### src/rtl/ir_prefetch_queue_if.sv
// ir_prefetch_queue_if: fetch-side, execute-side and IR signals of the prefetch queue
interface ir_prefetch_queue_if #(
    parameter int INST_WIDTH = 12,
    parameter int ADDR_WIDTH = 9,
    parameter int DEPTH = 4
);
    logic                         fetchValid;
    logic [INST_WIDTH-1:0]        programMemIn;
    logic [ADDR_WIDTH-1:0]        fetchPc;
    logic                         fetchReady;
    logic                         advance;
    logic                         goto;
    logic                         skip;
    logic [INST_WIDTH-1:0]        IR;
    logic [ADDR_WIDTH-1:0]        irPc;
    logic                         irValid;
    logic [$clog2(DEPTH+1)-1:0]   count;

    modport master (
        output fetchValid, programMemIn, fetchPc, advance, goto, skip,
        input  fetchReady, IR, irPc, irValid, count
    );

    modport slave (
        input  fetchValid, programMemIn, fetchPc, advance, goto, skip,
        output fetchReady, IR, irPc, irValid, count
    );
endinterface

### src/rtl/ir_prefetch_queue.sv
// ir_prefetch_queue: DEPTH-entry instruction prefetch FIFO feeding the IR,
// with goto flush, skip annulment and a PC carried per entry.
module ir_prefetch_queue #(
    parameter int INST_WIDTH = 12,
    parameter int ADDR_WIDTH = 9,
    parameter int DEPTH = 4,
    parameter logic [INST_WIDTH-1:0] NOP_WORD = 12'h000
) (
    input logic clk,
    input logic rst,
    ir_prefetch_queue_if.slave bus
);
    localparam int PW = $clog2(DEPTH);
    localparam int CW = $clog2(DEPTH+1);

    logic [INST_WIDTH-1:0] mem_inst [DEPTH];
    logic [ADDR_WIDTH-1:0] mem_pc [DEPTH];
    logic [PW-1:0]         wr_ptr, rd_ptr;
    logic [CW-1:0]         cnt;
    logic [INST_WIDTH-1:0] ir, ld_inst;
    logic [ADDR_WIDTH-1:0] ir_pc, ld_pc;
    logic                  ir_valid, skip_pending;
    logic                  fetch_ready, push, load, pop, bypass, store, annul;

    // fetch_ready comes from registered count only, so a pop never opens a slot the same cycle
    always_comb begin
        fetch_ready = cnt != CW'(DEPTH);
        push = bus.fetchValid && fetch_ready;
        load = bus.advance || !ir_valid;
        pop = load && cnt != '0;
        bypass = load && cnt == '0 && push;
        store = push && !bypass;
        ld_inst = pop ? mem_inst[rd_ptr] : bus.programMemIn;
        ld_pc = pop ? mem_pc[rd_ptr] : bus.fetchPc;
        annul = bus.skip || skip_pending;
    end

    always_ff @(posedge clk) begin
        if (rst) begin
            wr_ptr <= '0;
            rd_ptr <= '0;
            cnt <= '0;
            ir <= NOP_WORD;
            ir_pc <= '0;
            ir_valid <= 1'b0;
            skip_pending <= 1'b0;
        end else if (bus.goto) begin
            wr_ptr <= '0;
            rd_ptr <= '0;
            cnt <= '0;
            ir <= NOP_WORD;
            ir_valid <= 1'b0;
            skip_pending <= 1'b0;
        end else begin
            if (store) begin
                mem_inst[wr_ptr] <= bus.programMemIn;
                mem_pc[wr_ptr] <= bus.fetchPc;
                wr_ptr <= wr_ptr + PW'(1);
            end
            if (pop)
                rd_ptr <= rd_ptr + PW'(1);
            cnt <= cnt + CW'(store) - CW'(pop);
            if (load && (pop || bypass)) begin
                ir <= annul ? NOP_WORD : ld_inst;
                ir_pc <= ld_pc;
                ir_valid <= 1'b1;
                skip_pending <= 1'b0;
            end else if (load) begin
                ir <= NOP_WORD;
                ir_valid <= 1'b0;
                skip_pending <= annul;
            end else begin
                skip_pending <= annul;
            end
        end
    end

    assign bus.fetchReady = fetch_ready;
    assign bus.IR = ir;
    assign bus.irPc = ir_pc;
    assign bus.irValid = ir_valid;
    assign bus.count = cnt;
endmodule

### src/flat_wrapper.sv
// flat-port wrapper written by rule: the top's interface ports become plain ports
module ir_prefetch_queue_flat 
#(
    parameter int INST_WIDTH = 12,
    parameter int ADDR_WIDTH = 9,
    parameter int DEPTH = 4,
    parameter logic [INST_WIDTH-1:0] NOP_WORD = 12'h000
)
  (clk, rst, bus_fetchValid, bus_programMemIn, bus_fetchPc, bus_advance, bus_goto, bus_skip, bus_fetchReady, bus_IR, bus_irPc, bus_irValid, bus_count);
  ir_prefetch_queue_if #(.INST_WIDTH(INST_WIDTH), .ADDR_WIDTH(ADDR_WIDTH), .DEPTH(DEPTH)) bus_i ();
  input logic clk;
  input logic rst;
  input wire logic [$bits(bus_i.fetchValid)-1:0] bus_fetchValid;
  input wire logic [$bits(bus_i.programMemIn)-1:0] bus_programMemIn;
  input wire logic [$bits(bus_i.fetchPc)-1:0] bus_fetchPc;
  input wire logic [$bits(bus_i.advance)-1:0] bus_advance;
  input wire logic [$bits(bus_i.goto)-1:0] bus_goto;
  input wire logic [$bits(bus_i.skip)-1:0] bus_skip;
  output wire logic [$bits(bus_i.fetchReady)-1:0] bus_fetchReady;
  output wire logic [$bits(bus_i.IR)-1:0] bus_IR;
  output wire logic [$bits(bus_i.irPc)-1:0] bus_irPc;
  output wire logic [$bits(bus_i.irValid)-1:0] bus_irValid;
  output wire logic [$bits(bus_i.count)-1:0] bus_count;
  assign bus_i.fetchValid = bus_fetchValid;
  assign bus_i.programMemIn = bus_programMemIn;
  assign bus_i.fetchPc = bus_fetchPc;
  assign bus_i.advance = bus_advance;
  assign bus_i.goto = bus_goto;
  assign bus_i.skip = bus_skip;
  assign bus_fetchReady = bus_i.fetchReady;
  assign bus_IR = bus_i.IR;
  assign bus_irPc = bus_i.irPc;
  assign bus_irValid = bus_i.irValid;
  assign bus_count = bus_i.count;
  ir_prefetch_queue #(.INST_WIDTH(INST_WIDTH), .ADDR_WIDTH(ADDR_WIDTH), .DEPTH(DEPTH), .NOP_WORD(NOP_WORD)) u_core (.clk(clk), .rst(rst), .bus(bus_i));
endmodule
### config.mk
export PLATFORM = sky130hd
export DESIGN_NAME = ir_prefetch_queue_flat
export DESIGN_NICKNAME = d
export VERILOG_FILES = /design/src/rtl/ir_prefetch_queue_if.sv /design/src/rtl/ir_prefetch_queue.sv /design/src/flat_wrapper.sv
export SDC_FILE = /design/constraint.sdc
export NUM_CORES = 1
export LEC_CHECK = 0
export CAP_MARGIN = 0
export CORE_MARGIN = 2
export CORE_UTILIZATION = 60
export DETAILED_ROUTE_END_ITERATION = 7
export HOLD_SLACK_MARGIN = 0.06
export PLACE_DENSITY_LB_ADDON = 0.25
export SLEW_MARGIN = 40
export SYNTH_ARGS = -nofsm -noshare
export SYNTH_HDL_FRONTEND = slang
export SYNTH_SLANG_ARGS = --single-unit
### constraint.sdc
create_clock -name clk -period 5.9 [get_ports clk]
set_input_delay 0.885 -clock clk [delete_from_list [all_inputs] [get_ports clk]]
set_output_delay 0.885 -clock clk [all_outputs]
set_load 0.1 [all_outputs]
==> summary.txt <==
Outcome
  – Status: complete, no violations

STA
  – Slew margin rel.: 0.550
  – Final Max Slew Viols: 0
  – PnR worst setup slack: about 3.0 ns
  – Tcrit/Tclk final: 0.499
  – Max frequency: ~340 MHz
  – Final setup skew: ~0.012 ns
  – Setup TNS: 0 ns
  – RSZ-0062 raised after global routing: false
  – WHS: roughly 0.49 ns
  – Worst-Margin Slew: ~0.67 ns
  – Final setup violation count: 0
  – Final min period: around 2.9 ns
  – Final hold vios: 0

Placed design
  – Final HPWL DP: between 5000 and 6000 µm
  – Routability cong.: approximately 0.73
  – Worst slack, placed: about 2.1 ns
  – Input/output buffers: 52

Setup path
  – R2r endpoint: u_core.bus.count[2]
  – Max FO, Critical Path: 22
  – Critical Path Start Type: primary input
  – Setup crit end kind: flip-flop
  – Setup Crit Path Kind: in2reg
  – Worst path arrival time: roughly 3.3 ns
  – CP required: ~6.3 ns
  – R2R Setup Slk: roughly 3.2 ns
  – R2r startpoint: u_core.bus.count[2]
  – Worst R2R Path Depth: 10

Drt
  – Final wirelength: a little under 9000 µm
  – Drc violations: 0
  – Wire per inst: around 20 µm
  – Drt first-iter violations: between 150 and 200
  – Detailed Routing Iterations Pass 1: 4
  – Via count: 2659
  – Post-route ant nets: 0
  – Vias per cell: just under 6

Global routing
  – GR Util met1: 0.286
  – Grt met3 use: 0.0707
  – Largest net degree at the start of global routing: 23
  – Vias in the first global route: roughly 2700
  – Grt ovf: 0
  – Antenna violations before repair: 0
  – Layer with the highest usage: met2
  – First-pass GRT wire length: ~14000 µm
  – Met2 Resource Use GR: 0.387
  – Global Route Usage Sum: 0.230

Logic synthesis
  – Post-synthesis cell type count: 34
  – Post-Syn Instances: between 200 and 300
  – Post-synth EDFFs: 84
  – Sequential element share of the synthesized area: 0.687
  – Syn. warnings: 0
  – Mean Syn Cell Area: roughly 16 µm²
  – Mapped Area: 4610 µm²
  – Syn_nets: ~320
  – Synth async-reset ratio: 0
  – Post-synth top flop: edfxtp_1
  – Synth Register Bits: about 120

Cells and area
  – NumNets Final: 378
  – Storage element area: roughly 3200 µm²
  – Multi-input gate area: about 1300 µm²
  – ANT cells: 0
  – Fillers: just over 400
  – Share of layout cells above drive strength 1: 0.291
  – Area Growth Syn to Fin: 22.8%
  – Fin util: 0.771

Floorplan
  – Die Ht: ~92 µm
  – Rows: 31
  – Ports: 53
  – Horiz. Die Dim: slightly above 90 µm
  – Die area: approximately 8400 µm²
  – Initial Util: 0.628
  – Core ar.: between 7000 and 8000 µm²

Clock network
  – Total clock sinks: 116
  – H-tree levels: 4
  – Clk root buf: clkbuf_8
  – Cts hold-fix bufs: 0
  – Post-CTS setup buffer count: 0
  – CTS resizes: 0
  – Clk buf depth: 2
  – Worst-Skew Late Latency: 0.51 ns
  – TritonCTS buffer count: 17
  – Clock transition at path regs: roughly 0.060 ns
  – CTS tree: built

Min path
  – Min-delay src: u_core.bus.IR[5]
  – Min-Delay Path Depth: 2
  – Worst min path class: reg2reg
  – Hold EP: u_core.bus.IR[5]

Power and ir drop
  – Total chip power: 2.79 mW
  – Pwr dens: 493 nW/µm²
  – VDD IR-drop max: 0.000300 V
  – Static Leak: slightly below 2 nW

Job
  – Max-Cap Viols: 0
==> flip-flops by register name (all words and copies together), names as in the netlist, named ones only <==
register / cells
u_core.bus.IR: 12
u_core.bus.count: 3
u_core.bus.irPc: 9
u_core.bus.irValid: 1
u_core.mem_inst: 48
u_core.mem_pc: 36
u_core.rd_ptr: 2
u_core.skip_pending: 1
u_core.wr_ptr: 2
==> how the worst max path moves through the flow <==
stage,startpoint,end,slack (ns),depth (start not counted)
floorplan,u_core.bus.count[2],u_core.bus.count[2],3.01,11
global placement,bus_advance,u_core.bus.count[2],2.28,11
detailed placement,bus_advance,u_core.bus.count[2],2.13,11
CTS,bus_advance,u_core.bus.count[2],2.64,11
global route,bus_advance,u_core.bus.count[2],2.80,11
finish,bus_advance,u_core.bus.count[2],2.96,11
==> cell usage in the layout, fill, tap and decap left out, types with 2 or more instances in the layout <==
cell / count
dfxtp_1: 31
nor2_1: 17
a221oi_1: 2
buf_4: 4
edfxtp_1: 84
inv_1: 7
ha_1: 6
a21boi_0: 11
xnor2_1: 4
bufinv_16: 2
mux4_2: 21
clkinv_2: 2
clkbuf_8: 2
buf_2: 26
clkbuf_16: 16
and2_1: 2
clkinvlp_4: 4
clkinv_4: 4
clkdlybuf4s50_1: 26
and3_2: 3
a311oi_1: 9
nand2_1: 43
a221oi_2: 10
==> synth_stat cells (all sizes together) (2+ instances only) <==
cell type  instances  area (µm²)
a21boi            13         101
a221oi            12         168
a311oi             9        78.8
and2               2        12.5
and3               4        25.0
buf                9        62.6
clkbuf             6        22.5
dfxtp             32         641
edfxtp            84        2520
ha                 6        75.1
inv                7        26.3
mux4              21         473
nand2             44         165
nor2              17        63.8
xnor2              4        35.0
==> worst max-delay path, stage by stage <==
cell	delay, ns
clkdlybuf4s50_1	0.42
nand2b_1	0.20
nand2_2	0.39
inv_1	0.13
ha_1	0.31
inv_1	0.05
ha_1	0.20
fa_1	0.38
xnor2_1	0.17
xnor2_1	0.14
nor2_1	0.05
==> kinds of logic (layout without fill, tap and decap cells) <==
family	after synthesis	in the layout	synth area share
flip-flops	116	116	0.687
AND/OR/NAND/NOR	76	76	0.0750
AO/OA/AOI/OAI	36	36	0.0791
multiplexers	22	22	0.105
buffers and inverters	22	95	0.0242
adder cells (fa/ha/maj)	7	7	0.0206
XOR/XNOR	5	5	0.00951
==> stage by stage <==
stage / instances / cell area (µm²)
3_5_place_dp: 424 / 5070
4_1_cts: 456 / 5650
3_3_place_gp: 424 / 5190
5_1_grt: 456 / 5660
2_1_floorplan: 284 / 4610
6_report: 456 / 5660
==> cell type report <==
class	instances	area share
Inverter	7	0.00465
Multi-Input combinational cell	146	0.237
Sequential cell	116	0.560
Clock buffer	18	0.0757
Tap cell	99	0.0219
Clock inverter	14	0.0274
Timing Repair Buffer	56	0.0743
==> layer usage <==
metal  vias up  routed length [µm]
met1      1338                3640
met4         0                  45
li1       1216                   -
met3         6                 528
met2        99                4730
met5         -                   0
==> report_power, final <==
group,switching [mW],leakage (nW),internal (mW)
clock,0.370,0.275,0.615
combinational,0.600,0.652,0.232
sequential,0.0374,1.02,0.932
(Power assumes the default switching activity.)
